File: config.mk
export PLATFORM = sky130hd
export DESIGN_NAME = spi_slave_axi_bridge
export DESIGN_NICKNAME = d
export VERILOG_FILES = /design/src/rtl/spi_slave_axi_bridge.sv
export SDC_FILE = /design/constraint.sdc
export NUM_CORES = 1
export LEC_CHECK = 0
export CAP_MARGIN = 20
export CORE_MARGIN = 3
export CORE_UTILIZATION = 42
export DETAILED_ROUTE_END_ITERATION = 12
export PLACE_DENSITY = 0.8
export SETUP_SLACK_MARGIN = 0.1
export SLEW_MARGIN = 25
export SYNTH_ARGS = -nofsm -noshare
export SYNTH_HDL_FRONTEND = slang
export SYNTH_SLANG_ARGS = --single-unit
File: constraint.sdc
create_clock -name axi_aclk -period 2.42 [get_ports axi_aclk]
set_input_delay 0.484 -clock axi_aclk [delete_from_list [all_inputs] [get_ports axi_aclk]]
set_output_delay 0.484 -clock axi_aclk [all_outputs]
set_load 0.02 [all_outputs]
File: src/rtl/spi_slave_axi_bridge.sv
// Turns decoded SPI slave words into single-beat AXI4 writes/reads, with address
// auto-increment across a continuous SPI burst and a one-word read prefetch.
module spi_slave_axi_bridge #(
    parameter int unsigned AXI_ADDR_WIDTH = 32,
    parameter int unsigned AXI_ID_WIDTH   = 4
) (
    input  logic                      axi_aclk,
    input  logic                      axi_aresetn,
    input  logic                      spi_active,
    input  logic [31:0]               spi_addr,
    input  logic                      spi_addr_valid,
    input  logic                      spi_rd_wr,
    input  logic [31:0]               rx_data,
    input  logic                      rx_valid,
    output logic                      rx_ready,
    output logic [31:0]               tx_data,
    output logic                      tx_valid,
    input  logic                      tx_ready,
    output logic [AXI_ADDR_WIDTH-1:0] axi_aw_addr,
    output logic                      axi_aw_valid,
    input  logic                      axi_aw_ready,
    output logic [AXI_ID_WIDTH-1:0]   axi_aw_id,
    output logic [7:0]                axi_aw_len,
    output logic [2:0]                axi_aw_size,
    output logic [1:0]                axi_aw_burst,
    output logic [31:0]               axi_w_data,
    output logic [3:0]                axi_w_strb,
    output logic                      axi_w_last,
    output logic                      axi_w_valid,
    input  logic                      axi_w_ready,
    input  logic                      axi_b_valid,
    input  logic [1:0]                axi_b_resp,
    output logic                      axi_b_ready,
    output logic [AXI_ADDR_WIDTH-1:0] axi_ar_addr,
    output logic                      axi_ar_valid,
    input  logic                      axi_ar_ready,
    output logic [AXI_ID_WIDTH-1:0]   axi_ar_id,
    output logic [7:0]                axi_ar_len,
    output logic [2:0]                axi_ar_size,
    output logic [1:0]                axi_ar_burst,
    input  logic [31:0]               axi_r_data,
    input  logic [1:0]                axi_r_resp,
    input  logic                      axi_r_valid,
    input  logic                      axi_r_last,
    output logic                      axi_r_ready,
    output logic                      bus_err
);
    localparam int unsigned AW = AXI_ADDR_WIDTH;
    localparam int unsigned DW = 32;

    typedef enum logic [2:0] {
        IDLE, WR_REQ, WR_RESP, RD_REQ, RD_RESP, RD_HOLD
    } state_e;

    state_e          state_q, state_d;
    logic [AW-1:0]   addr_q, xfer_addr_q;
    logic            mode_q, reload_q;
    logic            aw_valid_q, w_valid_q, ar_valid_q, b_ready_q, r_ready_q;
    logic            tx_valid_q, bus_err_q;
    logic [DW-1:0]   w_data_q, tx_data_q;
    logic            aw_hs, w_hs, ar_hs, b_hs, r_hs, resp_err;
    logic            issue_wr, issue_rd;
    logic            unused_r_last;

    assign aw_hs    = aw_valid_q & axi_aw_ready;
    assign w_hs     = w_valid_q & axi_w_ready;
    assign ar_hs    = ar_valid_q & axi_ar_ready;
    assign b_hs     = b_ready_q & axi_b_valid;
    assign r_hs     = r_ready_q & axi_r_valid;
    assign resp_err = (b_hs & (axi_b_resp != 2'b00)) | (r_hs & (axi_r_resp != 2'b00));

    // Next-state logic; a fresh SPI address pulse defers new issue by one cycle
    always_comb begin
        state_d  = state_q;
        issue_wr = 1'b0;
        issue_rd = 1'b0;
        case (state_q)
            IDLE: begin
                if (!spi_addr_valid) begin
                    if (!mode_q && rx_valid) begin
                        state_d  = WR_REQ;
                        issue_wr = 1'b1;
                    end else if (mode_q && spi_active && !tx_valid_q) begin
                        state_d  = RD_REQ;
                        issue_rd = 1'b1;
                    end
                end
            end
            WR_REQ: begin
                if ((!aw_valid_q || axi_aw_ready) && (!w_valid_q || axi_w_ready))
                    state_d = WR_RESP;
            end
            WR_RESP: if (b_hs)     state_d = IDLE;
            RD_REQ:  if (ar_hs)    state_d = RD_RESP;
            RD_RESP: if (r_hs)     state_d = RD_HOLD;
            RD_HOLD: if (tx_ready) state_d = IDLE;
            default:               state_d = IDLE;
        endcase
    end

    always_ff @(posedge axi_aclk or negedge axi_aresetn) begin
        if (!axi_aresetn) state_q <= IDLE;
        else              state_q <= state_d;
    end

    // AXI request/response channel registers
    always_ff @(posedge axi_aclk or negedge axi_aresetn) begin
        if (!axi_aresetn) begin
            aw_valid_q  <= 1'b0;
            w_valid_q   <= 1'b0;
            ar_valid_q  <= 1'b0;
            b_ready_q   <= 1'b0;
            r_ready_q   <= 1'b0;
            xfer_addr_q <= '0;
            w_data_q    <= '0;
        end else begin
            if (issue_wr) begin
                aw_valid_q  <= 1'b1;
                w_valid_q   <= 1'b1;
                w_data_q    <= rx_data;
                xfer_addr_q <= addr_q;
            end else begin
                if (aw_hs) aw_valid_q <= 1'b0;
                if (w_hs)  w_valid_q  <= 1'b0;
            end
            if (issue_rd) begin
                ar_valid_q  <= 1'b1;
                xfer_addr_q <= addr_q;
            end else if (ar_hs) begin
                ar_valid_q <= 1'b0;
            end
            b_ready_q <= (state_d == WR_RESP);
            r_ready_q <= (state_d == RD_RESP);
        end
    end

    // A new SPI address arriving mid-transaction suppresses that transaction's increment
    always_ff @(posedge axi_aclk or negedge axi_aresetn) begin
        if (!axi_aresetn) begin
            addr_q    <= '0;
            mode_q    <= 1'b0;
            reload_q  <= 1'b0;
            bus_err_q <= 1'b0;
        end else if (spi_addr_valid) begin
            addr_q    <= AW'(spi_addr);
            mode_q    <= spi_rd_wr;
            reload_q  <= (state_q != IDLE) && !(b_hs || r_hs);
            bus_err_q <= 1'b0;
        end else begin
            if (b_hs || r_hs) begin
                if (!reload_q) addr_q <= addr_q + AW'(4);
                reload_q <= 1'b0;
            end
            if (resp_err) bus_err_q <= 1'b1;
        end
    end

    // Read word slot towards the TX FIFO
    always_ff @(posedge axi_aclk or negedge axi_aresetn) begin
        if (!axi_aresetn) begin
            tx_valid_q <= 1'b0;
            tx_data_q  <= '0;
        end else if (r_hs) begin
            tx_valid_q <= 1'b1;
            tx_data_q  <= axi_r_data;
        end else if (tx_valid_q && tx_ready) begin
            tx_valid_q <= 1'b0;
        end
    end

    // RX pop must coincide with the W handshake itself
    assign rx_ready      = w_hs;
    assign tx_valid      = tx_valid_q;
    assign tx_data       = tx_data_q;
    assign bus_err       = bus_err_q;

    assign axi_aw_addr   = xfer_addr_q;
    assign axi_aw_valid  = aw_valid_q;
    assign axi_aw_id     = AXI_ID_WIDTH'(0);
    assign axi_aw_len    = 8'd0;
    assign axi_aw_size   = 3'b010;
    assign axi_aw_burst  = 2'b01;
    assign axi_w_data    = w_data_q;
    assign axi_w_strb    = 4'hF;
    assign axi_w_last    = 1'b1;
    assign axi_w_valid   = w_valid_q;
    assign axi_b_ready   = b_ready_q;
    assign axi_ar_addr   = xfer_addr_q;
    assign axi_ar_valid  = ar_valid_q;
    assign axi_ar_id     = AXI_ID_WIDTH'(0);
    assign axi_ar_len    = 8'd0;
    assign axi_ar_size   = 3'b010;
    assign axi_ar_burst  = 2'b01;
    assign axi_r_ready   = r_ready_q;
    assign unused_r_last = axi_r_last;
endmodule
* Word-level counts from Yosys, hierarchy flattened
Index checks and enable logic that the tools add are counted.
Cells by class: bitwise gates (word level) 8, mux-type cells 33, reductions and logical operators 26, equality and inequality tests 8, add/subtract/negate cells 1
Operator list (count):
- $mux 32 | 5
- $add 32x3->32 const B | 1
- $mux 3 | 8
- $mux 1 | 19
- $pmux 3 s6 | 1
- $reduce_bool 2->1 | 9
- $eq 3x2->1 const B | 3
- $eq 3x3->1 const B | 3
- $and 1x1->1 | 7
- $logic_and 1x1->1 | 6
- $logic_not 1->1 | 5
- $eq 3x1->1 const B | 1
- $logic_not 3->1 | 1
- $logic_or 1x1->1 | 3
- $reduce_bool 3->1 | 1
- $ne 2x2->1 const B | 1
- $reduce_and 2->1 | 1
- $or 1x1->1 | 1
Word-level totals: word-level logic and storage cells 90, register bits 140, output and inout bits 175

* Logic depth before layout (Yosys ltp)
Gate-level depths: netlist (run 1).
depth after elaboration 7, gate-level depth with buffers 7, mapped depth without buffers 5

* Least setup slack after synthesis (run 1)
No wires, ideal clock.
path kind register to register, from register r_ready_q (netlist: axi_r_ready), to register addr_q[22], buffers on the path 2, data required time 2.338 ns, period minus slack after synthesis 2.104 ns, data arrival time 2.022 ns, stages on the path, launching flop included 7, setup slack 0.316 ns, cell sequence dfrtp_1 > a22oi_1 > buf_2 > or4_4 > buf_6 > or4_1 > a31oi_1
Between the ends: cells in the longest elaborated chain, start to end 4
RTL lines:
- from (decl) | line 58 | logic aw_valid_q, w_valid_q, ar_valid_q, b_ready_q, r_ready_q;
- from (signal assigned) | line 133 | r_ready_q <= (state_d == RD_RESP);
- $and 1x1->1 | line 69 | assign r_hs = r_ready_q & axi_r_valid;
- $logic_or 1x1->1 | line 150 | if (b_hs || r_hs) begin
- $reduce_bool 2->1 (no line)
- $reduce_and 2->1 (no line)
- to (signal assigned) | line 145 | addr_q <= AW'(spi_addr);
- to (signal assigned) | line 151 | if (!reload_q) addr_q <= addr_q + AW'(4);
- to (decl) | line 56 | logic [AW-1:0] addr_q, xfer_addr_q;
No other way between the ends. A chain may end at the register's enable or synchronous reset.

* Worst setup path in the final report (run 1)
from input port axi_r_valid, to register addr_q[19]
Between the ends: cells in the longest elaborated chain, start to end 4
RTL lines:
- from (decl) | line 43 | input logic axi_r_valid,
- $and 1x1->1 | line 69
- $logic_or 1x1->1 | line 150
- $reduce_bool 2->1 (no line)
- $reduce_and 2->1 (no line)
No other way between the ends.

==> results of run 1 <==
[metal layers]
metal / routed length [um] / part of all wire / up-vias / GRT usage
met1: 6290 / 0.39 / 2403 / 0.239
met5: 0 / 0 / - / 0
met4: 185 / 0.011 / 0 / 0.0587
li1: - / - / 2256 / -
met2: 8430 / 0.52 / 218 / 0.327
met3: 1230 / 0.076 / 15 / 0.0610
[report_power, final]
group	internal, W	switching [W]
logic	0.00239	0.00213
clock network	0.00149	0.000968
registers	0.00308	0.000545
[cells by family after synthesis]
kind of cell	after synthesis	synth area share
flip-flops	140	0.543
buffers and inverters	105	0.106
XOR/XNOR	8	0.0109
other	2	0.00116
adder cells (fa/ha/maj)	1	0.00194
AND/OR/NAND/NOR	120	0.100
multiplexers	100	0.174
AO/OA/AOI/OAI	62	0.0626
[critical path: stages]
cell and delay [ps]:
sky130_fd_sc_hd__clkdlybuf4s50_1 500, sky130_fd_sc_hd__a22oi_1 160, sky130_fd_sc_hd__or4_1 500, sky130_fd_sc_hd__buf_4 220, sky130_fd_sc_hd__or4_1 490, sky130_fd_sc_hd__a31oi_1 200
[cell usage after synthesis]
cell                         n
sky130_fd_sc_hd__a211o_1     2
sky130_fd_sc_hd__a21oi_1     4
sky130_fd_sc_hd__a21oi_2     1
sky130_fd_sc_hd__a22oi_1     2
sky130_fd_sc_hd__a31oi_1    17
sky130_fd_sc_hd__a32o_1      1
sky130_fd_sc_hd__and2_1      1
sky130_fd_sc_hd__and3_1      1
sky130_fd_sc_hd__and4_1      1
sky130_fd_sc_hd__buf_1       1
sky130_fd_sc_hd__buf_2       9
sky130_fd_sc_hd__buf_4      71
sky130_fd_sc_hd__buf_6       2
sky130_fd_sc_hd__clkbuf_1   13
sky130_fd_sc_hd__conb_1      2
sky130_fd_sc_hd__dfrtp_1   140
sky130_fd_sc_hd__ha_1        1
sky130_fd_sc_hd__inv_1       9
sky130_fd_sc_hd__mux2_2     99
sky130_fd_sc_hd__mux2i_1     1
sky130_fd_sc_hd__nand2_1    29
sky130_fd_sc_hd__nand2b_1    4
sky130_fd_sc_hd__nand3_1    13
sky130_fd_sc_hd__nand3b_1    1
sky130_fd_sc_hd__nand4_1     5
sky130_fd_sc_hd__nand4_2     1
sky130_fd_sc_hd__nand4b_1    1
sky130_fd_sc_hd__nor2_1     24
sky130_fd_sc_hd__nor2b_1     1
sky130_fd_sc_hd__nor3_1      3
sky130_fd_sc_hd__nor3b_1     2
sky130_fd_sc_hd__nor4_1      2
sky130_fd_sc_hd__nor4b_1     1
sky130_fd_sc_hd__o211a_1     1
sky130_fd_sc_hd__o211ai_1    5
sky130_fd_sc_hd__o21ai_0    15
sky130_fd_sc_hd__o22ai_1     1
sky130_fd_sc_hd__o31ai_1    13
sky130_fd_sc_hd__or2_2       1
sky130_fd_sc_hd__or3_1       6
sky130_fd_sc_hd__or4_1      22
sky130_fd_sc_hd__or4_4       1
sky130_fd_sc_hd__xnor2_1     8
[stage by stage]
stage               hold slack, ps  setup WS [ps]   util  area, um2  setup TNS, ps
finish                        27.1            182  0.635       9410              0
global route                  66.8            109  0.635       9410              0
CTS                           35.5            181  0.635       9400              0
detailed placement             485           -213  0.597       8840          -2330
global placement               474           -187  0.597       8840          -1910
floorplan                      188            316      -       6600              0
[registers in the layout, indices dropped and copies added, names as in the netlist, 3 cells and up]
register	flops
addr_q	32
axi_w_data	32
state_q	3
tx_data	32
axi_ar_addr	32
[path summary, 6_finish.rpt]
check                              start              to  slack (ps)  cells after the start
min in group axi_aclk      axi_w_data[6]   axi_w_data[6]         500                      1
setup / recovery             axi_r_valid      addr_q[19]         180                      6
hold / removal               axi_aresetn  axi_ar_addr[4]          30                      1
hold reg to reg            axi_w_data[6]   axi_w_data[6]         500                      1
setup reg to reg               addr_q[4]      addr_q[19]         230                      5
max in group asynchronous    axi_aresetn      tx_data[4]        1720                      2
[placed cells by master (no fill, tap or decap), types with 3 or more instances in the layout]
master,Yosys,layout
sky130_fd_sc_hd__a21oi_1,4,4
sky130_fd_sc_hd__a31oi_1,17,17
sky130_fd_sc_hd__buf_12,0,4
sky130_fd_sc_hd__buf_4,71,14
sky130_fd_sc_hd__clkbuf_16,0,17
sky130_fd_sc_hd__clkbuf_8,0,3
sky130_fd_sc_hd__clkdlybuf4s50_1,0,246
sky130_fd_sc_hd__clkinv_2,0,5
sky130_fd_sc_hd__clkinvlp_4,0,4
sky130_fd_sc_hd__conb_1,2,39
sky130_fd_sc_hd__dfrtp_1,140,140
sky130_fd_sc_hd__inv_1,9,9
sky130_fd_sc_hd__mux2_2,99,99
sky130_fd_sc_hd__nand2_1,29,29
sky130_fd_sc_hd__nand2b_1,4,4
sky130_fd_sc_hd__nand3_1,13,13
sky130_fd_sc_hd__nand4_1,5,5
sky130_fd_sc_hd__nor2_1,24,24
sky130_fd_sc_hd__nor3_1,3,3
sky130_fd_sc_hd__o211ai_1,5,5
sky130_fd_sc_hd__o21ai_0,15,15
sky130_fd_sc_hd__o31ai_1,13,13
sky130_fd_sc_hd__or3_1,6,6
sky130_fd_sc_hd__or4_1,22,21
sky130_fd_sc_hd__xnor2_1,8,8
[area by class of cell]
class,count,share of cell area
Sequential cell,140,0.372
Timing Repair Buffer,265,0.283
Multi-Input combinational cell,330,0.257
Tap cell,184,0.0245
Inverter,9,0.00359
Clock inverter,11,0.00997
Clock buffer,21,0.0500
==> flow_summary.rst, run 1 <==
.. list-table::
   :header-rows: 1

   * - Metric
     - Value
   * - Number of primary I/O pins
     - 288
   * - Final cell count without fillers
     - 960
   * - Clock insertion delay at the later pin of the skew report
     - 410 ps
   * - Required time of the worst setup path
     - 2740 ps
   * - Area of combinational cells with multiple inputs
     - 0.00242 mm2
   * - HPWL reported at the end of detailed placement
     - 12.0 mm
   * - Total wire length
     - 16.1 mm
   * - Vias
     - 4892
   * - Die outline area
     - 0.0169 mm2
   * - Transition time at the pin with the least slew margin
     - 547 ps
   * - H-tree Lvls
     - 4
   * - Total leakage power
     - 3.98 nW
   * - Die span in x
     - 130 um
   * - Synth area leader
     - sky130_fd_sc_hd__dfrtp_1
   * - Number of DRC violations after detailed routing
     - 0
   * - Synth top area share
     - 0.543
   * - Area taken by flip-flops and latches
     - 0.00350 mm2
   * - Routed wirelength normalized by instance count
     - 16.8 um
   * - GR Overflow Total
     - 0
   * - Clock tree from TritonCTS
     - built
   * - Total core area
     - 0.0148 mm2
   * - Max cap viols
     - 0
   * - Quantity of hold-fixing buffers added after cts
     - 0
   * - Fraction of the cycle the final worst path needs
     - 0.925
   * - Post-Synthesis Cell Area
     - 0.00646 mm2
   * - Element type at the critical path start
     - input pin
   * - Clock-pin slew of the registers on the worst-case setup and hold paths
     - 60 ps
   * - Post-synthesis cell type count
     - 43
   * - Arrival time worst endpoint
     - 2560 ps
   * - Final Setup Violations
     - 0
   * - Number of cells produced by synthesis
     - 538
   * - Worst supply voltage drop on vdd
     - 561 uV
   * - CTS sink cnt
     - 140
   * - Number of buffers created by CTS
     - 17
   * - Initial DRT Pass Iterations
     - 4
   * - NumNets Final
     - 877
   * - Filler Cells Inserted
     - 1084
   * - Number of synthesized register bits
     - 140
   * - Clk root buf
     - sky130_fd_sc_hd__clkbuf_16
   * - Highest clock frequency the design can meet
     - 447 MHz
   * - ANT nets after route
     - 0
   * - Fin Clk Skew
     - 5.73 ps
   * - Postcts setup bufs
     - 0
   * - Number of I/O port buffers
     - 247
   * - Vertical extent of the die
     - 130 um
   * - Top cells by area, synth
     - sky130_fd_sc_hd__dfrtp_1 54%, sky130_fd_sc_hd__mux2_2 17%, sky130_fd_sc_hd__buf_4 8.3%
   * - Total design power
     - 0.0106 W
   * - Share of post-route cells with drive strength above 1
     - 0.198
   * - Crit-path max FO
     - 22
   * - Sequential element share of the synthesized area
     - 0.543
   * - Number of core rows
     - 44
   * - Synth Area per Inst
     - 12.0 um2
   * - Shortest period the worst path allows
     - 2240 ps
   * - Wire length of the first global-routing pass
     - 25.9 mm
   * - Initial antenna violation count
     - 0
   * - Diode insertion count for antenna repair
     - 0
   * - Hold Path Class
     - in2async
   * - Synth-to-layout area growth
     - 45.7%
   * - Resize count post-CTS
     - 0
   * - Power per cell area
     - 1130 mW/mm2
   * - Deepest clock path buffer count
     - 2
   * - RSZ-0062 raised after global routing
     - no
   * - Vias in the first global route
     - 5025
   * - Total count of max-transition violations in the final report
     - 0
   * - Final Hold Viols
     - 0
   * - Capturing element type of the critical path
     - flip-flop
   * - Placed cell count
     - 928
   * - Initial core utilization
     - 0.436
   * - Post-DR vias/cell
     - 5.10
   * - Warnings, synthesis
     - 0
   * - Kind of critical path
     - in2reg
   * - RD Place Congestion
     - 0.765
   * - Headroom to the max-slew limit
     - 0.635
   * - DRC violation total after the first TritonRoute iteration
     - 249
   * - Result of the run
     - completed
   * - Maximum number of pins on one net before global-route repair
     - 58
   * - Aggregate global-route resource usage
     - 0.194
Power figures use the tool's default switching activity.
==> run 2: changes to the inputs <==
--- a/config.mk
+++ b/config.mk
@@ -6,7 +6,7 @@
 export NUM_CORES = 1
 export LEC_CHECK = 0
 export CAP_MARGIN = 20
-export CORE_MARGIN = 3
+export CORE_MARGIN = 2
 export CORE_UTILIZATION = 42
 export DETAILED_ROUTE_END_ITERATION = 12
 export PLACE_DENSITY = 0.8
==> run 2 against run 1 <==
  * Global-route usage up 0.25 points
  * Clock-buffer cell count unchanged
  * Fmax up 1.0%
  * Via count is 1.2% higher
  * Critical endpoint is now addr_q[31]
  * Largest cell class unchanged
  * Highest routed layer unchanged
==> flow_summary.rst, run 2 (same netlist as run 1, synthesis figures left out) <==
.. list-table::
   :header-rows: 1

   * - Metric
     - Value
   * - NumNets Final
     - 872 (was 877)
   * - RD Place Congestion
     - 0.813 (was 0.765)
   * - Final std cell area, no fill
     - 0.00952 mm2 (was 0.00941 mm2)
   * - Number of core rows
     - 45 (was 44)
   * - Fin Clk Skew
     - 6.90 ps (was 5.73 ps)
   * - Most used cells in the layout excluding fill and tap cells
     - 246 x sky130_fd_sc_hd__clkdlybuf4s50_1, 140 x sky130_fd_sc_hd__dfrtp_1, 99 x sky130_fd_sc_hd__mux2_2 (unchanged)
   * - GR Overflow Total
     - 0 (unchanged)
   * - Part of the power in registers
     - 0.326 (was 0.342)
   * - Power share of the clock group
     - 0.268 (was 0.231)
   * - Total wire length
     - 16.0 mm (was 16.1 mm)
   * - Initial DRT Pass Iterations
     - 4 (unchanged)
   * - Transition time at the pin with the least slew margin
     - 516 ps (was 547 ps)
   * - Deepest clock path buffer count
     - 2 (unchanged)
   * - Routed wirelength normalized by instance count
     - 16.6 um (was 16.8 um)
   * - Highest clock frequency the design can meet
     - 451 MHz (was 447 MHz)
   * - Share of total power consumed by net switching
     - 0.327 (was 0.343)
   * - Clk root buf
     - sky130_fd_sc_hd__clkbuf_16 (unchanged)
   * - Number of buffers created by CTS
     - 17 (unchanged)
   * - Die outline area
     - 0.0164 mm2 (was 0.0169 mm2)
   * - Most common library cell in the layout ignoring fill and taps
     - sky130_fd_sc_hd__clkdlybuf4s50_1 (unchanged)
   * - RSZ-0062 raised after global routing
     - no (unchanged)
   * - Number of DRC violations after detailed routing
     - 0 (unchanged)
   * - Final Hold Viols
     - 0 (unchanged)
   * - Total design power
     - 0.0111 W (was 0.0106 W)
   * - Worst supply voltage drop on vdd
     - 567 uV (was 561 uV)
   * - Final Setup Violations
     - 0 (unchanged)
   * - CTS sink cnt
     - 140 (unchanged)
   * - Headroom to the max-slew limit
     - 0.656 (was 0.635)
   * - Vertical extent of the die
     - 128 um (was 130 um)
   * - ANT nets after route
     - 0 (unchanged)
   * - Initial antenna violation count
     - 0 (unchanged)
   * - Hold Path Class
     - in2async (unchanged)
   * - Power per cell area
     - 1170 mW/mm2 (was 1130 mW/mm2)
   * - Die span in x
     - 128 um (was 130 um)
   * - Share of post-route cells with drive strength above 1
     - 0.193 (was 0.198)
   * - Max cap viols
     - 0 (unchanged)
   * - Share of the core filled with cells in the final layout
     - 0.631 (was 0.635)
   * - Synth-to-layout area growth
     - 47.4% (was 45.7%)
   * - Worst-case hold slack
     - 24.8 ps (was 27.1 ps)
   * - HPWL reported at the end of detailed placement
     - 11.7 mm (was 12.0 mm)
   * - Diode insertion count for antenna repair
     - 0 (unchanged)
   * - Post-DR vias/cell
     - 5.16 (was 5.10)
   * - Required time of the worst setup path
     - 2760 ps (was 2740 ps)
   * - Aggregate global-route resource usage
     - 0.196 (was 0.194)
   * - Element type at the critical path start
     - input pin (unchanged)
   * - Number of I/O port buffers
     - 247 (unchanged)
   * - H-tree Lvls
     - 4 (unchanged)
   * - Placed Instance Area
     - 0.00883 mm2 (was 0.00884 mm2)
   * - Maximum number of pins on one net before global-route repair
     - 55 (was 58)
   * - Crit-path max FO
     - 22 (unchanged)
   * - Capturing element type of the critical path
     - flip-flop (unchanged)
   * - Postcts setup bufs
     - 0 (unchanged)
   * - PnR worst setup slack
     - 205 ps (was 182 ps)
   * - Clock insertion delay at the later pin of the skew report
     - 420 ps (was 410 ps)
   * - Part of the total power dissipated in combinational logic
     - 0.406 (was 0.427)
   * - Wire length of the first global-routing pass
     - 25.1 mm (was 25.9 mm)
   * - Clock tree from TritonCTS
     - built (unchanged)
   * - Number of primary I/O pins
     - 288 (unchanged)
   * - Shortest period the worst path allows
     - 2220 ps (was 2240 ps)
   * - Cell Int Power
     - 0.00748 W (was 0.00696 W)
   * - Vias in the first global route
     - 5006 (was 5025)
   * - Total leakage power
     - 4.02 nW (was 3.98 nW)
   * - Total count of max-transition violations in the final report
     - 0 (unchanged)
   * - Arrival time worst endpoint
     - 2550 ps (was 2560 ps)
   * - Initial core utilization
     - 0.428 (was 0.436)
   * - Fraction of the cycle the final worst path needs
     - 0.915 (was 0.925)
   * - DRC violation total after the first TritonRoute iteration
     - 223 (was 249)
   * - Net Sw Power
     - 0.00363 W (was 0.00364 W)
   * - Setup slack at placement
     - -234 ps (was -213 ps)
   * - Vias
     - 4953 (was 4892)
   * - Clock-pin slew of the registers on the worst-case setup and hold paths
     - 60 ps (about the same)
   * - Result of the run
     - completed (unchanged)
   * - Kind of critical path
     - in2reg (unchanged)
   * - Total core area
     - 0.0151 mm2 (was 0.0148 mm2)
-- run 2: layer usage --
layer / track usage / part of all wire / up-vias
met5: 0 / 0 / -
met4: 0.0756 / 0.020 / 0
met3: 0.0693 / 0.087 / 28
met2: 0.336 / 0.51 / 214
met1: 0.226 / 0.38 / 2471
li1: - / - / 2240
-- run 2: layout make-up --
cell class | instances | area (um2)
flip-flops and latches | 140 | 3500
repair buffers | 260 | 2650
well taps | 188 | 235
inverters | 9 | 33.8
clock buffers | 21 | 470
fillers | 1150 | 5570
clock inverters | 11 | 213
multi-input cells | 330 | 2420
-- run 2: worst paths after layout --
kind | end | start | depth (start not counted) | slack, ps
worst max-delay path | addr_q[31] | axi_r_valid | 6 | 200
min in group axi_aclk | bus_err | bus_err | 2 | 500
worst max register to register | addr_q[31] | addr_q[10] | 4 | 290
worst min register to register | bus_err | bus_err | 2 | 500
max in group asynchronous | axi_w_data[1] | axi_aresetn | 2 | 1720
worst min-delay path | bus_err | axi_aresetn | 1 | 20
-- run 2: power by group through the flow --
stage | Clock (W) | Combinational (W) | Sequential, W
floorplan | 0 | 0.00178 | 0.00437
global placement | 0 | 0.00447 | 0.00360
global route | 0.00312 | 0.00475 | 0.00374
CTS | 0.00303 | 0.00456 | 0.00364
finish | 0.00297 | 0.00451 | 0.00362
detailed placement | 0 | 0.00454 | 0.00367
-- run 2: per-stage QoR --
| step | setup TNS (ps) | cells |
|---|---|---|
| final | 0 | 959 |
| after global routing | 0 | 959 |
| after CTS | 0 | 959 |
| after detailed placement | -2790 | 927 |
| after global placement | -1790 | 927 |
| after floorplan | 0 | 575 |
-- run 2: what timing repair did --
action                                  CTS  global route
endpoints found under the setup margin    0             7
hold buffers                              0             0
resized for setup                         0             1
endpoints found under the hold margin     0             0
-- run 2: critical path: stages --
cell                              delay (ps)
sky130_fd_sc_hd__clkdlybuf4s50_1         500
sky130_fd_sc_hd__a22oi_1                 180
sky130_fd_sc_hd__or4_1                   510
sky130_fd_sc_hd__buf_4                   220
sky130_fd_sc_hd__or4_1                   480
sky130_fd_sc_hd__a31oi_1                 170
==> run 3: changes to the inputs <==
--- a/config.mk
+++ b/config.mk
@@ -6,11 +6,13 @@
 export NUM_CORES = 1
 export LEC_CHECK = 0
 export CAP_MARGIN = 20
+export CORE_ASPECT_RATIO = 1.25
 export CORE_MARGIN = 2
 export CORE_UTILIZATION = 42
 export DETAILED_ROUTE_END_ITERATION = 12
 export PLACE_DENSITY = 0.8
 export SETUP_SLACK_MARGIN = 0.1
+export SKIP_CTS_REPAIR_TIMING = 1
 export SLEW_MARGIN = 25
 export SYNTH_ARGS = -nofsm -noshare
 export SYNTH_HDL_FRONTEND = slang
==> run 3 against run 2 <==
  * Sequential cell count unchanged
  * Highest routed layer unchanged
  * Hold slack improved by 470 ps
  * Largest power group unchanged
  * Fmax increased by 1.6%
==> flow_summary.rst, run 3 (same netlist as run 1, synthesis figures left out) <==
.. list-table::
   :header-rows: 1

   * - Metric
     - Value
   * - Clock-pin slew of the registers on the worst-case setup and hold paths
     - 50 ps (was 60 ps)
   * - Number of primary I/O pins
     - 288 (unchanged)
   * - ANT nets after route
     - 0 (unchanged)
   * - Most used cells in the layout excluding fill and tap cells
     - 246 x sky130_fd_sc_hd__clkdlybuf4s50_1, 140 x sky130_fd_sc_hd__dfrtp_1, 99 x sky130_fd_sc_hd__mux2_2 (unchanged)
   * - NumNets Final
     - 875 (was 872)
   * - Final sum of negative setup slack
     - 0 ps (unchanged)
   * - Total count of max-transition violations in the final report
     - 0 (unchanged)
   * - Filler Cells Inserted
     - 1178 (was 1150)
   * - GR Overflow Total
     - 0 (unchanged)
   * - Max cap viols
     - 0 (unchanged)
   * - Setup slack at placement
     - -169 ps (was -234 ps)
   * - Wire length of the first global-routing pass
     - 26.0 mm (was 25.1 mm)
   * - Fin Clk Skew
     - 8.09 ps (was 6.90 ps)
   * - Critical path, cell by cell
     - clkdlybuf4s50_1, and2_1, clkdlybuf4s50_1 (was clkdlybuf4s50_1, a22oi_1, or4_1, buf_4, or4_1, a31oi_1)
   * - Number of DRC violations after detailed routing
     - 0 (unchanged)
   * - Number of buffers and inverters on the critical path
     - 2 (unchanged)
   * - Clock insertion delay at the later pin of the skew report
     - 420 ps (about the same)
   * - Hold Path Class
     - reg2reg (was in2async)
   * - Power per cell area
     - 1130 mW/mm2 (was 1170 mW/mm2)
   * - CTS sink cnt
     - 140 (unchanged)
   * - Arrival time worst endpoint
     - 1700 ps (was 2550 ps)
   * - Cell with the most instances on the worst path
     - sky130_fd_sc_hd__clkdlybuf4s50_1 (was sky130_fd_sc_hd__or4_1)
   * - Share of the core filled with cells in the final layout
     - 0.625 (was 0.631)
   * - Element type at the critical path start
     - input pin (unchanged)
   * - Clock tree from TritonCTS
     - built (unchanged)
   * - Number of core rows
     - 50 (was 45)
   * - Maximum number of pins on one net before global-route repair
     - 75 (was 55)
   * - Required time of the worst setup path
     - 1940 ps (was 2760 ps)
   * - Biggest cell delay along the critical path
     - 600 ps (was 510 ps)
   * - Worst supply voltage drop on vdd
     - 710 uV (was 567 uV)
   * - Crit-path slowest cell
     - sky130_fd_sc_hd__clkdlybuf4s50_1 (was sky130_fd_sc_hd__or4_1)
   * - Result of the run
     - completed (unchanged)
   * - Vias in the first global route
     - 5165 (was 5006)
   * - RD Place Congestion
     - 0.825 (was 0.813)
   * - Area of combinational cells with multiple inputs
     - 0.00242 mm2 (unchanged)
   * - Vertical extent of the die
     - 143 um (was 128 um)
   * - Area taken by flip-flops and latches
     - 0.00350 mm2 (unchanged)
   * - Capturing element type of the critical path
     - primary output (was flip-flop)
   * - Vias
     - 4954 (was 4953)
   * - Initial core utilization
     - 0.430 (was 0.428)
   * - DRC violation total after the first TritonRoute iteration
     - 165 (was 223)
   * - Worst reg-to-reg setup slack
     - 240 ps (was 290 ps)
   * - Initial antenna violation count
     - 0 (unchanged)
   * - Clk root buf
     - sky130_fd_sc_hd__clkbuf_16 (unchanged)
   * - Die span in x
     - 115 um (was 128 um)
   * - Crit-path max FO
     - 2 (was 22)
   * - Number of buffers created by CTS
     - 17 (unchanged)
   * - Worst-case hold slack
     - 499 ps (was 24.8 ps)
   * - Number of I/O port buffers
     - 247 (unchanged)
   * - H-tree Lvls
     - 4 (unchanged)
   * - Final std cell area, no fill
     - 0.00939 mm2 (was 0.00952 mm2)
   * - Shortest period the worst path allows
     - 2180 ps (was 2220 ps)
   * - Most common library cell in the layout ignoring fill and taps
     - sky130_fd_sc_hd__clkdlybuf4s50_1 (unchanged)
   * - Diode insertion count for antenna repair
     - 0 (unchanged)
   * - HPWL reported at the end of detailed placement
     - 11.9 mm (was 11.7 mm)
   * - Post-DR vias/cell
     - 5.19 (was 5.16)
   * - Total core area
     - 0.0150 mm2 (was 0.0151 mm2)
   * - Final Hold Viols
     - 0 (unchanged)
   * - Routed wirelength normalized by instance count
     - 16.9 um (was 16.6 um)
   * - Total leakage power
     - 3.97 nW (was 4.02 nW)
   * - RSZ-0062 raised after global routing
     - no (unchanged)
   * - Synth-to-layout area growth
     - 45.4% (was 47.4%)
   * - Fraction of the cycle the final worst path needs
     - 0.901 (was 0.915)
   * - Die outline area
     - 0.0164 mm2 (about the same)
   * - Placed Instance Area
     - 0.00883 mm2 (about the same)
   * - Total wire length
     - 16.2 mm (was 16.0 mm)
   * - Highest clock frequency the design can meet
     - 459 MHz (was 451 MHz)
   * - Dominant delay contributor by cell family on the critical path
     - buffers and inverters (was simple AND/OR/NAND/NOR gates)
   * - Aggregate global-route resource usage
     - 0.203 (was 0.196)
   * - PnR worst setup slack
     - 239 ps (was 205 ps)
   * - Final Setup Violations
     - 0 (unchanged)
   * - Kind of critical path
     - in2out (was in2reg)
   * - Deepest clock path buffer count
     - 2 (unchanged)
   * - Share of post-route cells with drive strength above 1
     - 0.190 (was 0.193)
   * - Initial DRT Pass Iterations
     - 4 (unchanged)
run 3: metrics by stage:
step / std cells / power, W
after floorplan: 575 / 0.00614
after detailed placement: 923 / 0.00819
after CTS: 953 / 0.0107
after global routing: 954 / 0.0111
after global placement: 923 / 0.00806
final: 954 / 0.0106
run 3: final timing paths:
path                                  start            end  cells after the start
worst max-delay path            axi_w_ready       rx_ready                      3
max in group asynchronous       axi_aresetn  axi_w_data[1]                      3
worst min-delay path                bus_err        bus_err                      2
worst min register to register      bus_err        bus_err                      2
worst max register to register   addr_q[11]     addr_q[27]                      4
min in group asynchronous       axi_aresetn      addr_q[5]                      2
run 3: area by class of cell:
class                           count  area share
Inverter                            9     0.00360
Sequential cell                   140       0.373
Tap cell                          182      0.0243
Multi-Input combinational cell    330       0.257
Clock buffer                       21      0.0480
Timing Repair Buffer              263       0.283
Clock inverter                      9      0.0104
run 3: layer usage:
metal  share of wire  GRT usage
met5               0          0
met4           0.032      0.103
met3           0.074     0.0666
met2            0.52      0.346
met1            0.37      0.227
run 3: report_power, final:
group | internal (W) | total, W | switching [W]
combinational | 0.00239 | 0.00451 | 0.00212
clock | 0.00152 | 0.00246 | 0.000941
sequential | 0.00308 | 0.00362 | 0.000541
total | 0.00699 | 0.0106 | 0.00361
run 3: worst register-to-register path, delay by kind of cell, from the launching register on:
kind	cells	cell delay, ps
AND/OR/NAND/NOR	3	1450
flip-flops	1	420
AO/OA/AOI/OAI	1	220
